### src/rtl/imm_gen_pkg.sv
// Shared types and constants for the pipelined immediate generator.
package imm_gen_pkg;

  localparam int IMM_SEL_W      = 4;
  localparam int NUM_XLEN_LEGAL = 2;
  localparam int XLEN_LEGAL [NUM_XLEN_LEGAL] = '{32, 64};

  typedef enum logic [IMM_SEL_W-1:0] {
    IMM_I     = 4'd0,
    IMM_S     = 4'd1,
    IMM_B     = 4'd2,
    IMM_J     = 4'd3,
    IMM_LUI   = 4'd4,
    IMM_AUIPC = 4'd5,
    IMM_ZIMM  = 4'd6,
    IMM_SHAMT = 4'd7
  } imm_sel_e;

  function automatic logic xlen_is_legal(input int xlen);
    xlen_is_legal = 1'b0;
    for (int k = 0; k < NUM_XLEN_LEGAL; k++) begin
      if (xlen == XLEN_LEGAL[k]) begin
        xlen_is_legal = 1'b1;
      end
    end
  endfunction

endpackage

### src/rtl/imm_gen_pipe_if.sv
// Handshake/data bundle between decode, the immediate generator and execute.
interface imm_gen_pipe_if
  import imm_gen_pkg::*;
#(
  parameter int XLEN  = 32,
  parameter int TAG_W = 5
);
  logic                 i_valid;
  logic                 o_ready;
  logic [31:0]          i_inst;
  logic [IMM_SEL_W-1:0] i_imm_sel;
  logic [XLEN-1:0]      i_pc;
  logic [TAG_W-1:0]     i_tag;
  logic                 i_flush;
  logic                 o_valid;
  logic                 i_ready;
  logic [XLEN-1:0]      o_imm;
  logic [XLEN-1:0]      o_target;
  logic [XLEN-1:0]      o_pc;
  logic [TAG_W-1:0]     o_tag;
  logic                 o_illegal;

  modport master (
    output i_valid, i_inst, i_imm_sel, i_pc, i_tag, i_flush, i_ready,
    input  o_ready, o_valid, o_imm, o_target, o_pc, o_tag, o_illegal
  );

  modport slave (
    input  i_valid, i_inst, i_imm_sel, i_pc, i_tag, i_flush, i_ready,
    output o_ready, o_valid, o_imm, o_target, o_pc, o_tag, o_illegal
  );
endinterface

### src/rtl/imm_gen_core.sv
// Combinational RISC-V immediate extraction for XLEN 32/64.
// Build macro IMM_GEN_ILLEGAL_CHK_EN enables reporting of reserved selectors.
module imm_gen_core
  import imm_gen_pkg::*;
#(
  parameter int XLEN = 32
) (
  input  logic [31:0]          inst,
  input  logic [IMM_SEL_W-1:0] sel,
  output logic [XLEN-1:0]      imm,
  output logic                 illegal
);

`ifdef IMM_GEN_ILLEGAL_CHK_EN
  localparam logic CHK_EN = 1'b1;
`else
  localparam logic CHK_EN = 1'b0;
`endif

  logic reserved_s;
  logic unused_opcode_s;

  // Opcode bits never contribute to an immediate
  assign unused_opcode_s = ^inst[6:0];

  // Format decode; everything sign-extends from inst[31] except ZIMM and SHAMT
  always_comb begin
    imm        = {XLEN{1'b0}};
    reserved_s = 1'b0;
    case (sel)
      IMM_I:     imm = {{(XLEN-12){inst[31]}}, inst[31:20]};
      IMM_S:     imm = {{(XLEN-12){inst[31]}}, inst[31:25], inst[11:7]};
      IMM_B:     imm = {{(XLEN-12){inst[31]}}, inst[7], inst[30:25], inst[11:8], 1'b0};
      IMM_J:     imm = {{(XLEN-20){inst[31]}}, inst[19:12], inst[20], inst[30:21], 1'b0};
      IMM_LUI,
      IMM_AUIPC: imm = {{(XLEN-20){inst[31]}}, inst[31:12], 12'd0};
      IMM_ZIMM:  imm = {{(XLEN-5){1'b0}}, inst[19:15]};
      IMM_SHAMT: imm = (XLEN == 64) ? {{(XLEN-6){1'b0}}, inst[25:20]}
                                    : {{(XLEN-5){1'b0}}, inst[24:20]};
      default: begin
        imm        = {XLEN{1'b0}};
        reserved_s = 1'b1;
      end
    endcase
  end

  assign illegal = reserved_s & CHK_EN;

endmodule

### src/rtl/imm_gen_pipe.sv
// Pipelined immediate/target generator with output register plus one skid entry.
// Build macro IMM_GEN_ILLEGAL_CHK_EN flags reserved selectors via o_illegal.
module imm_gen_pipe
  import imm_gen_pkg::*;
#(
  parameter int XLEN  = 32,
  parameter int TAG_W = 5
) (
  input logic           i_clk,
  input logic           i_reset,
  imm_gen_pipe_if.slave bus
);

  // Entry layout: {illegal, tag, pc, target, imm}
  localparam int ENT_W = 3*XLEN + TAG_W + 1;

  if (!xlen_is_legal(XLEN)) begin : g_bad_xlen
    $error("imm_gen_pipe: XLEN must be 32 or 64");
  end

  logic [XLEN-1:0]  core_imm_s;
  logic             core_illegal_s;
  logic [XLEN-1:0]  target_s;
  logic [ENT_W-1:0] new_ent_s;
  logic [ENT_W-1:0] out_ent_r;
  logic [ENT_W-1:0] skid_ent_r;
  logic             out_valid_r;
  logic             skid_valid_r;
  logic             in_fire_s;
  logic             load_out_s;

  imm_gen_core #(.XLEN(XLEN)) u_core (
    .inst    (bus.i_inst),
    .sel     (bus.i_imm_sel),
    .imm     (core_imm_s),
    .illegal (core_illegal_s)
  );

  // Target adder; a flagged reserved selector carries a zero target
  always_comb begin
    target_s = bus.i_pc + core_imm_s;
`ifdef IMM_GEN_ILLEGAL_CHK_EN
    if (core_illegal_s) begin
      target_s = {XLEN{1'b0}};
    end else begin
      target_s = bus.i_pc + core_imm_s;
    end
`endif
  end

  assign new_ent_s  = {core_illegal_s, bus.i_tag, bus.i_pc, target_s, core_imm_s};
  // o_ready comes only from the skid flag, so no path from i_ready
  assign in_fire_s  = bus.i_valid & ~skid_valid_r;
  assign load_out_s = ~out_valid_r | bus.i_ready;

  // Buffer update: reset beats flush, flush beats the handshake
  always_ff @(posedge i_clk) begin
    if (i_reset) begin
      out_valid_r  <= 1'b0;
      skid_valid_r <= 1'b0;
      out_ent_r    <= {ENT_W{1'b0}};
      skid_ent_r   <= {ENT_W{1'b0}};
    end else if (bus.i_flush) begin
      out_valid_r  <= 1'b0;
      skid_valid_r <= 1'b0;
    end else if (load_out_s) begin
      if (skid_valid_r) begin
        out_ent_r    <= skid_ent_r;
        out_valid_r  <= 1'b1;
        skid_valid_r <= 1'b0;
      end else if (in_fire_s) begin
        out_ent_r   <= new_ent_s;
        out_valid_r <= 1'b1;
      end else begin
        out_valid_r <= 1'b0;
      end
    end else if (in_fire_s) begin
      skid_ent_r   <= new_ent_s;
      skid_valid_r <= 1'b1;
    end else begin
      skid_valid_r <= skid_valid_r;
    end
  end

  assign bus.o_valid = out_valid_r;
  assign bus.o_ready = ~skid_valid_r;
  assign {bus.o_illegal, bus.o_tag, bus.o_pc, bus.o_target, bus.o_imm} = out_ent_r;

endmodule

### src/flat_wrapper.sv
// flat-port wrapper written by rule: the top's interface ports become plain ports
module imm_gen_pipe_flat import imm_gen_pkg::*;
#(
  parameter int XLEN  = 32,
  parameter int TAG_W = 5
)
  (i_clk, i_reset, bus_i_valid, bus_i_inst, bus_i_imm_sel, bus_i_pc, bus_i_tag, bus_i_flush, bus_i_ready, bus_o_ready, bus_o_valid, bus_o_imm, bus_o_target, bus_o_pc, bus_o_tag, bus_o_illegal);
  imm_gen_pipe_if #(.XLEN(XLEN), .TAG_W(TAG_W)) bus_i ();
  input logic i_clk;
  input logic i_reset;
  input wire logic [$bits(bus_i.i_valid)-1:0] bus_i_valid;
  input wire logic [$bits(bus_i.i_inst)-1:0] bus_i_inst;
  input wire logic [$bits(bus_i.i_imm_sel)-1:0] bus_i_imm_sel;
  input wire logic [$bits(bus_i.i_pc)-1:0] bus_i_pc;
  input wire logic [$bits(bus_i.i_tag)-1:0] bus_i_tag;
  input wire logic [$bits(bus_i.i_flush)-1:0] bus_i_flush;
  input wire logic [$bits(bus_i.i_ready)-1:0] bus_i_ready;
  output wire logic [$bits(bus_i.o_ready)-1:0] bus_o_ready;
  output wire logic [$bits(bus_i.o_valid)-1:0] bus_o_valid;
  output wire logic [$bits(bus_i.o_imm)-1:0] bus_o_imm;
  output wire logic [$bits(bus_i.o_target)-1:0] bus_o_target;
  output wire logic [$bits(bus_i.o_pc)-1:0] bus_o_pc;
  output wire logic [$bits(bus_i.o_tag)-1:0] bus_o_tag;
  output wire logic [$bits(bus_i.o_illegal)-1:0] bus_o_illegal;
  assign bus_i.i_valid = bus_i_valid;
  assign bus_i.i_inst = bus_i_inst;
  assign bus_i.i_imm_sel = bus_i_imm_sel;
  assign bus_i.i_pc = bus_i_pc;
  assign bus_i.i_tag = bus_i_tag;
  assign bus_i.i_flush = bus_i_flush;
  assign bus_i.i_ready = bus_i_ready;
  assign bus_o_ready = bus_i.o_ready;
  assign bus_o_valid = bus_i.o_valid;
  assign bus_o_imm = bus_i.o_imm;
  assign bus_o_target = bus_i.o_target;
  assign bus_o_pc = bus_i.o_pc;
  assign bus_o_tag = bus_i.o_tag;
  assign bus_o_illegal = bus_i.o_illegal;
  imm_gen_pipe #(.XLEN(XLEN), .TAG_W(TAG_W)) u_core (.i_clk(i_clk), .i_reset(i_reset), .bus(bus_i));
endmodule
### config.mk
export PLATFORM = sky130hd
export DESIGN_NAME = imm_gen_pipe_flat
export DESIGN_NICKNAME = d
export VERILOG_FILES = /design/src/rtl/imm_gen_pkg.sv /design/src/rtl/imm_gen_pipe_if.sv /design/src/rtl/imm_gen_core.sv /design/src/rtl/imm_gen_pipe.sv /design/src/flat_wrapper.sv
export SDC_FILE = /design/constraint.sdc
export NUM_CORES = 1
export LEC_CHECK = 0
export BUFFER_PORTS_ARGS = -buffer_cell sky130_fd_sc_hd__buf_4
export CAP_MARGIN = 20
export CORE_MARGIN = 1.5
export CORE_UTILIZATION = 51
export DETAILED_ROUTE_END_ITERATION = 7
export HOLD_SLACK_MARGIN = 0.05
export MAX_ROUTING_LAYER = met4
export PLACE_DENSITY = 0.73
export SLEW_MARGIN = 20
export SYNTH_ARGS = -nofsm -noshare
export SYNTH_HDL_FRONTEND = slang
export SYNTH_SLANG_ARGS = --single-unit
### constraint.sdc
create_clock -name i_clk -period 4.1 [get_ports i_clk]
set_clock_uncertainty 0.1 [all_clocks]
set_input_delay 1.025 -clock i_clk [delete_from_list [all_inputs] [get_ports i_clk]]
set_output_delay 1.025 -clock i_clk [all_outputs]
set_load 0.01 [all_outputs]
Word level (Yosys, flattened, before mapping)
Cells that the tools add are included.
{ "word_totals": {"out_inout_bits": 104, "register_bits": 205, "in_bits": 78, "word_cells": 30} }
{ "op_classes": {"eq_ne": 7, "bitwise": 6, "n_reduce_logical": 7, "muxes": 5, "add_sub_neg": 1} }
{ "ops": {"columns": ["op", "count"], "rows": [
  ["one-hot mux 32 bit (7 select lines)", 1],
  ["2-to-1 mux 102 bit", 2],
  ["adder 32 bit", 1],
  ["== test 4 x 3 -> 1 bit, second input constant", 4],
  ["== test 4 x 2 -> 1 bit, second input constant", 2],
  ["AND reduction 3 bit", 2],
  ["== test 4 x 1 -> 1 bit, second input constant", 1],
  ["zero test 4 bit", 1],
  ["inverter 1 bit", 4],
  ["OR reduction 2 bit", 2],
  ["OR reduction 3 bit", 1],
  ["2-to-1 mux 1 bit", 2],
  ["nonzero test 2 bit", 1],
  ["bitwise AND 1 bit", 1],
  ["OR 1 bit", 1]
]} }

Longest topological paths before layout
{ "depth": {"ltp_word": 6, "mapped_depth": 16, "mapped_depth_nobuf": 15} }

By module
From an unflattened synthesis, not the netlist that was laid out.
{ "hier_totals": {"hier_cells": 1239, "area_unflattened_um2": 10207.3} }
{ "modules_own_cells": {"columns": ["mod", "n_inst", "seq_area_each_um2", "area_each_um2", "cells_each"], "rows": [
  ["imm_gen_pipe", 1, 4124.0, 9734.3, 1176],
  ["imm_gen_core", 1, 0.0, 473.0, 63]
]} }

Worst setup path before layout
Ideal clock, no wire load.
{ "synth_timing": {"path_type": "input to register", "start": "input bus_i_imm_sel[0]", "end": "register u_core.out_ent_r[43]", "n_path_buf": 1, "setup_time_ns": 0.086, "path_stages": 14, "required_time_ns": 3.914, "arrival_time_ns": 3.778, "path_slack_ns": 0.137, "cell_sequence": "buf_2 -> or3_1 -> a21oi_1 -> a222oi_1 -> inv_1 -> ha_1 -> a21oi_1 -> o221ai_2 -> a311oi_1 -> o21ai_1 -> a21oi_1 -> xnor2_1 -> mux2i_1 -> a211oi_1"} }
{ "synth_between": {"elab_chain_cells": 6, "elab_cells_between_ends": 13, "classes_between": "add/sub: 1; eq/ne: 7; mux: 3; reduce/logical: 2"} }
{ "synth_rtl": {"columns": ["element", "line", "text"], "rows": [
  ["from (decl)", "flat_wrapper.sv:13", "input wire logic [$bits(bus_i.i_imm_sel)-1:0] bus_i_imm_sel;"],
  ["== test 4 x 3 -> 1 bit", null, null],
  ["OR reduction 2 bit", null, null],
  ["one-hot mux 32 bit (7 select lines) (*)", "imm_gen_core.sv:30", "case (sel)"],
  ["net u_core.core_imm_s[1]", "imm_gen_pipe.sv:21", "logic [XLEN-1:0] core_imm_s;"],
  ["adder 32 bit (*)", "imm_gen_pipe.sv:41", "target_s = bus.i_pc + core_imm_s;"],
  ["2-to-1 mux 102 bit (*)", "imm_gen_pipe.sv:71", "end else if (in_fire_s) begin"],
  ["2-to-1 mux 102 bit (*)", "imm_gen_pipe.sv:67", "if (skid_valid_r) begin"],
  ["to (signal assigned)", "imm_gen_pipe.sv:61", "out_ent_r <= {ENT_W{1'b0}};"],
  ["to (signal assigned)", "imm_gen_pipe.sv:68", "out_ent_r <= skid_ent_r;"],
  ["to (signal assigned)", "imm_gen_pipe.sv:72", "out_ent_r <= new_ent_s;"],
  ["to (decl)", "imm_gen_pipe.sv:25", "logic [ENT_W-1:0] out_ent_r;"]
]} }
Mark *: on every way through the listed nets, which the timed path passes. The rest lies on a longest branch. The select of a mux whose other input is x is not followed.
A chain may end at the register's enable or synchronous reset.

Worst setup path in the final report
{ "layout_timing": {"start": "input bus_i_imm_sel[1]", "end": "register u_core.out_ent_r[43]"} }
The elaborated chain is that of the path after synthesis.

==> results.toml <==
[pwr]
swShare = 0.261
p_switching_w = 0.00135
power.density_nw_per_um2 = 399
clockPowerShare = 0.422
p_leak_nw = 5.37
ir_drop_mv = 0.273
p_comb_frac = 0.172
power.internal_w = 0.00382
seq_power_share = 0.405

[yosys]
synth_fa_ha_area_frac = 0.0402
syn_avg_cell_area_um2 = 7.86
synth_xor_xnor_area_share = 0.0259
synth-seq-area-share = 0.402
syn_inst = 1291
synth_top_flop_cell = "dfxtp_1"
synth_edf_count = 0
syn_area_um2 = 10100
synth_top_family_by_area = "compound AO/OA/AOI/OAI gates"
synthesis.nets = 1401
async_reset_ff_frac = 0
synthMuxAreaShare = 0.0544
yosys_warnings = 0
synth_compound_area_frac = 0.239
ys_ff_latch = 204
synth.distinct_cells = 67
yosys.area_share.simple = 0.184

[critical_path]
cp_common_cell = "a21oi_1"
cp-start-kind = "input port"
reg2reg_depth = 5
cpPeakStageDelay_ns = 0.68
crit_required_ns = 4.41
reg2reg_to = "u_core.skid_ent_r[76]"
path_cells = "buf_4 > nand2_1 > a21oi_1 > a222oi_1 > inv_1 > ha_1 > a21oi_1 > o221ai_2 > a311oi_1 > o21ai_1 > a21oi_1 > xnor2_1 > mux2i_1 > a211oi_1"
path_class = "in2reg"
crit_arrival_ns = 4.22
reg2reg_slack_ns = 1.84
crit_path_top_delay_cell = "a222oi_1"
crit_family = "compound AO/OA/AOI/OAI gates"
crit_fanout = 7
timing.rr.start = "u_core.bus.o_valid"
endpoint_kind = "register"
critical_path_buf_inv_count = 2

[route]
highest_layer = "met4"
wl_met1_um = 13500
drcViolationCount = 0
routed_wl_um = 29200
drt_iter0_drc = 678
wl_met3_um = 1760
viasPerCell = 5.58
firstDrtPassIters = 6
wl_met2_um = 13400
num_vias = 9818
drt.antenna.violating_nets = 0
wl_per_cell_um = 16.6

[timing]
worst_slew_pin_slew_ns = 1.04
setup_violations = 0
min_period_ns = 3.91
drv_slew = 0
fin_tns_setup_ns = 0
relSlewSlack = 0.304
rsz0062_at_grt = "false"
hold_violations = 0
setup_ws_ns = 0.192
fmax_mhz = 256
fin_crit_sh = 0.953

[placed_design]
pre_cts_ws_ns = -0.310
post-dp-hpwl_um = 20700
gp_congestion = 0.945
placement.cell_area_um2 = 12100
dp.cells = 1721
port_buffers = 173

[clock_network]
clkLatencyLatePin_ns = 0.50
postCtsSetupRepairBufs = 0
clkTransAtPathRegs_ns = 0.06
htree_levels = 1
cts_buffer_depth = 3
clock-sinks = 204
cts_buffers = 22
clock-root-buffer = "clkbuf_16"
cts_hold_buf = 0
cts_tree = "done"

[floorplan]
io_pins = 182
die_area_um2 = 20800
dieWidth_um = 144
fp.dieH_um = 144
initial_utilization = 0.521
rows = 51
design.core.area_um2 = 19500

[finish]
final_cells = 1761
syn2layout_area_growth_pct = 27.5
diodes = 0
design_area_um2 = 12900
final_core_util = 0.665
drive_above_1_share = 0.222
nets = 1590

[global_route]
grt_usage = 0.287
grt_max_degree = 159
grt_pass1_vias = 9083
overflow = 0
grt_pass1_wl_um = 46200
antenna_found_initial = 0

[min_path]
hold_class = "reg2reg"
min-delay-start = "u_core.skid_ent_r[100]"
whs_path_depth = 2
hold_end = "u_core.skid_ent_r[100]"

[run]
maxCapViolCount = 0

[outcome]
status = "finished clean"
placed cells by master, fill, tap and decap left out, types with 4 or more instances in the layout:
cell type and n:
nor2_1 121, clkbuf_8 5, a211oi_1 79, a21oi_1 165, nand2b_1 4, xnor2_1 24
nor3_1 15, clkbuf_16 23, o211ai_1 13, o22ai_1 4, a222oi_1 4, nand2_1 241
bufinv_16 4, a31oi_1 8, ha_1 31, nand3_1 18, dfxtp_1 203, mux2i_1 54
a21o_1 12, inv_1 43, o21ai_0 54, buf_4 260, or3_1 5, o21ai_1 8
xor2_1 6, nand4_1 10, and2_1 9
tightest hold or removal path, delay by kind of cell, from the launching register on:
kind | cells | cell delay (ns)
flip-flops | 1 | 0.31
AND/OR/NAND/NOR | 1 | 0.05
AO/OA/AOI/OAI | 1 | 0.05
power by group through the flow:
stage / Clock [W] / Combinational [W] / Sequential [W]
final: 0.00218 / 0.000891 / 0.00209
after global routing: 0.00230 / 0.000973 / 0.00210
after floorplan: 0 / 0.000468 / 0.00216
after global placement: 0 / 0.000872 / 0.00213
after CTS: 0.00220 / 0.000888 / 0.00209
after detailed placement: 0 / 0.000882 / 0.00214
sequential cells by signal, indices dropped and copies added, names as in the netlist:
signal / cells
u_core.bus.o_valid: 1
u_core.out_ent_r: 101
u_core.skid_ent_r: 101
u_core.skid_valid_r: 1
cell usage after synthesis, drive strengths merged (6+ instances only):
| cell | n | area (um^2) |
|---|---|---|
| nand3 | 19 | 95.1 |
| and2 | 10 | 65.1 |
| nor2 | 123 | 464 |
| xor2 | 6 | 52.6 |
| xnor2 | 24 | 210 |
| nand4 | 12 | 87.6 |
| inv | 43 | 161 |
| ha | 31 | 388 |
| nand2 | 241 | 905 |
| a21oi | 165 | 826 |
| clkbuf | 81 | 304 |
| dfxtp | 204 | 4080 |
| buf | 17 | 83.8 |
| a31oi | 8 | 50.1 |
| mux2i | 54 | 541 |
| a21o | 12 | 90.1 |
| o21ai | 65 | 337 |
| o211ai | 15 | 123 |
| a211oi | 81 | 618 |
| nor3 | 16 | 80.1 |
stage by stage:
| stage | total power [W] | hold WS (ns) |
|---|---|---|
| CTS | 0.00518 | 0.354 |
| global placement | 0.00301 | 0.341 |
| finish | 0.00517 | 0.353 |
| floorplan | 0.00263 | 0.334 |
| global route | 0.00537 | 0.370 |
| detailed placement | 0.00302 | 0.346 |
timing repair:
action | in CTS | in global routing
endpoints found under the setup margin | 0 | 7
gates resized for setup | 0 | 2
hold endpoints to repair | 0 | 0
per-layer routing:
layer  vias to the layer above  GRT usage
met2                       312      0.446
met1                      4569      0.394
li1                       4891          -
met5                         -          -
met3                        46     0.0348
met4                         0     0.0773
cell families (layout without fill, tap and decap cells):
| family | count (synthesis) | after routing |
|---|---|---|
| compound gates | 383 | 383 |
| xor+xnor | 30 | 30 |
| fa+ha+maj | 32 | 32 |
| buf+inv | 141 | 346 |
| flops | 204 | 204 |
| mux | 55 | 55 |
| other cells | 1 | 1 |
| simple gates | 445 | 445 |
worst max-delay path by stage:
| stage | end | start | slack [ns] | cells past startpoint |
|---|---|---|---|---|
| after detailed placement | u_core.out_ent_r[43] | bus_i_imm_sel[0] | -0.31 | 14 |
| after global routing | u_core.out_ent_r[43] | bus_i_imm_sel[1] | 0.008 | 15 |
| after floorplan | u_core.out_ent_r[43] | bus_i_imm_sel[0] | 0.14 | 14 |
| after global placement | u_core.out_ent_r[60] | bus_i_imm_sel[0] | -0.24 | 15 |
| final | u_core.out_ent_r[43] | bus_i_imm_sel[1] | 0.19 | 14 |
| after CTS | u_core.out_ent_r[43] | bus_i_imm_sel[0] | 0.22 | 14 |
layout make-up:
type | instances | area [um^2]
flip-flops and latches | 204 | 4090
multi-input cells | 946 | 5550
well taps | 265 | 332
repair buffers | 263 | 2000
clock inverters | 10 | 159
clock buffers | 30 | 652
inverters | 43 | 161
fillers | 1685 | 6520
Power figures use the tool's default switching activity.
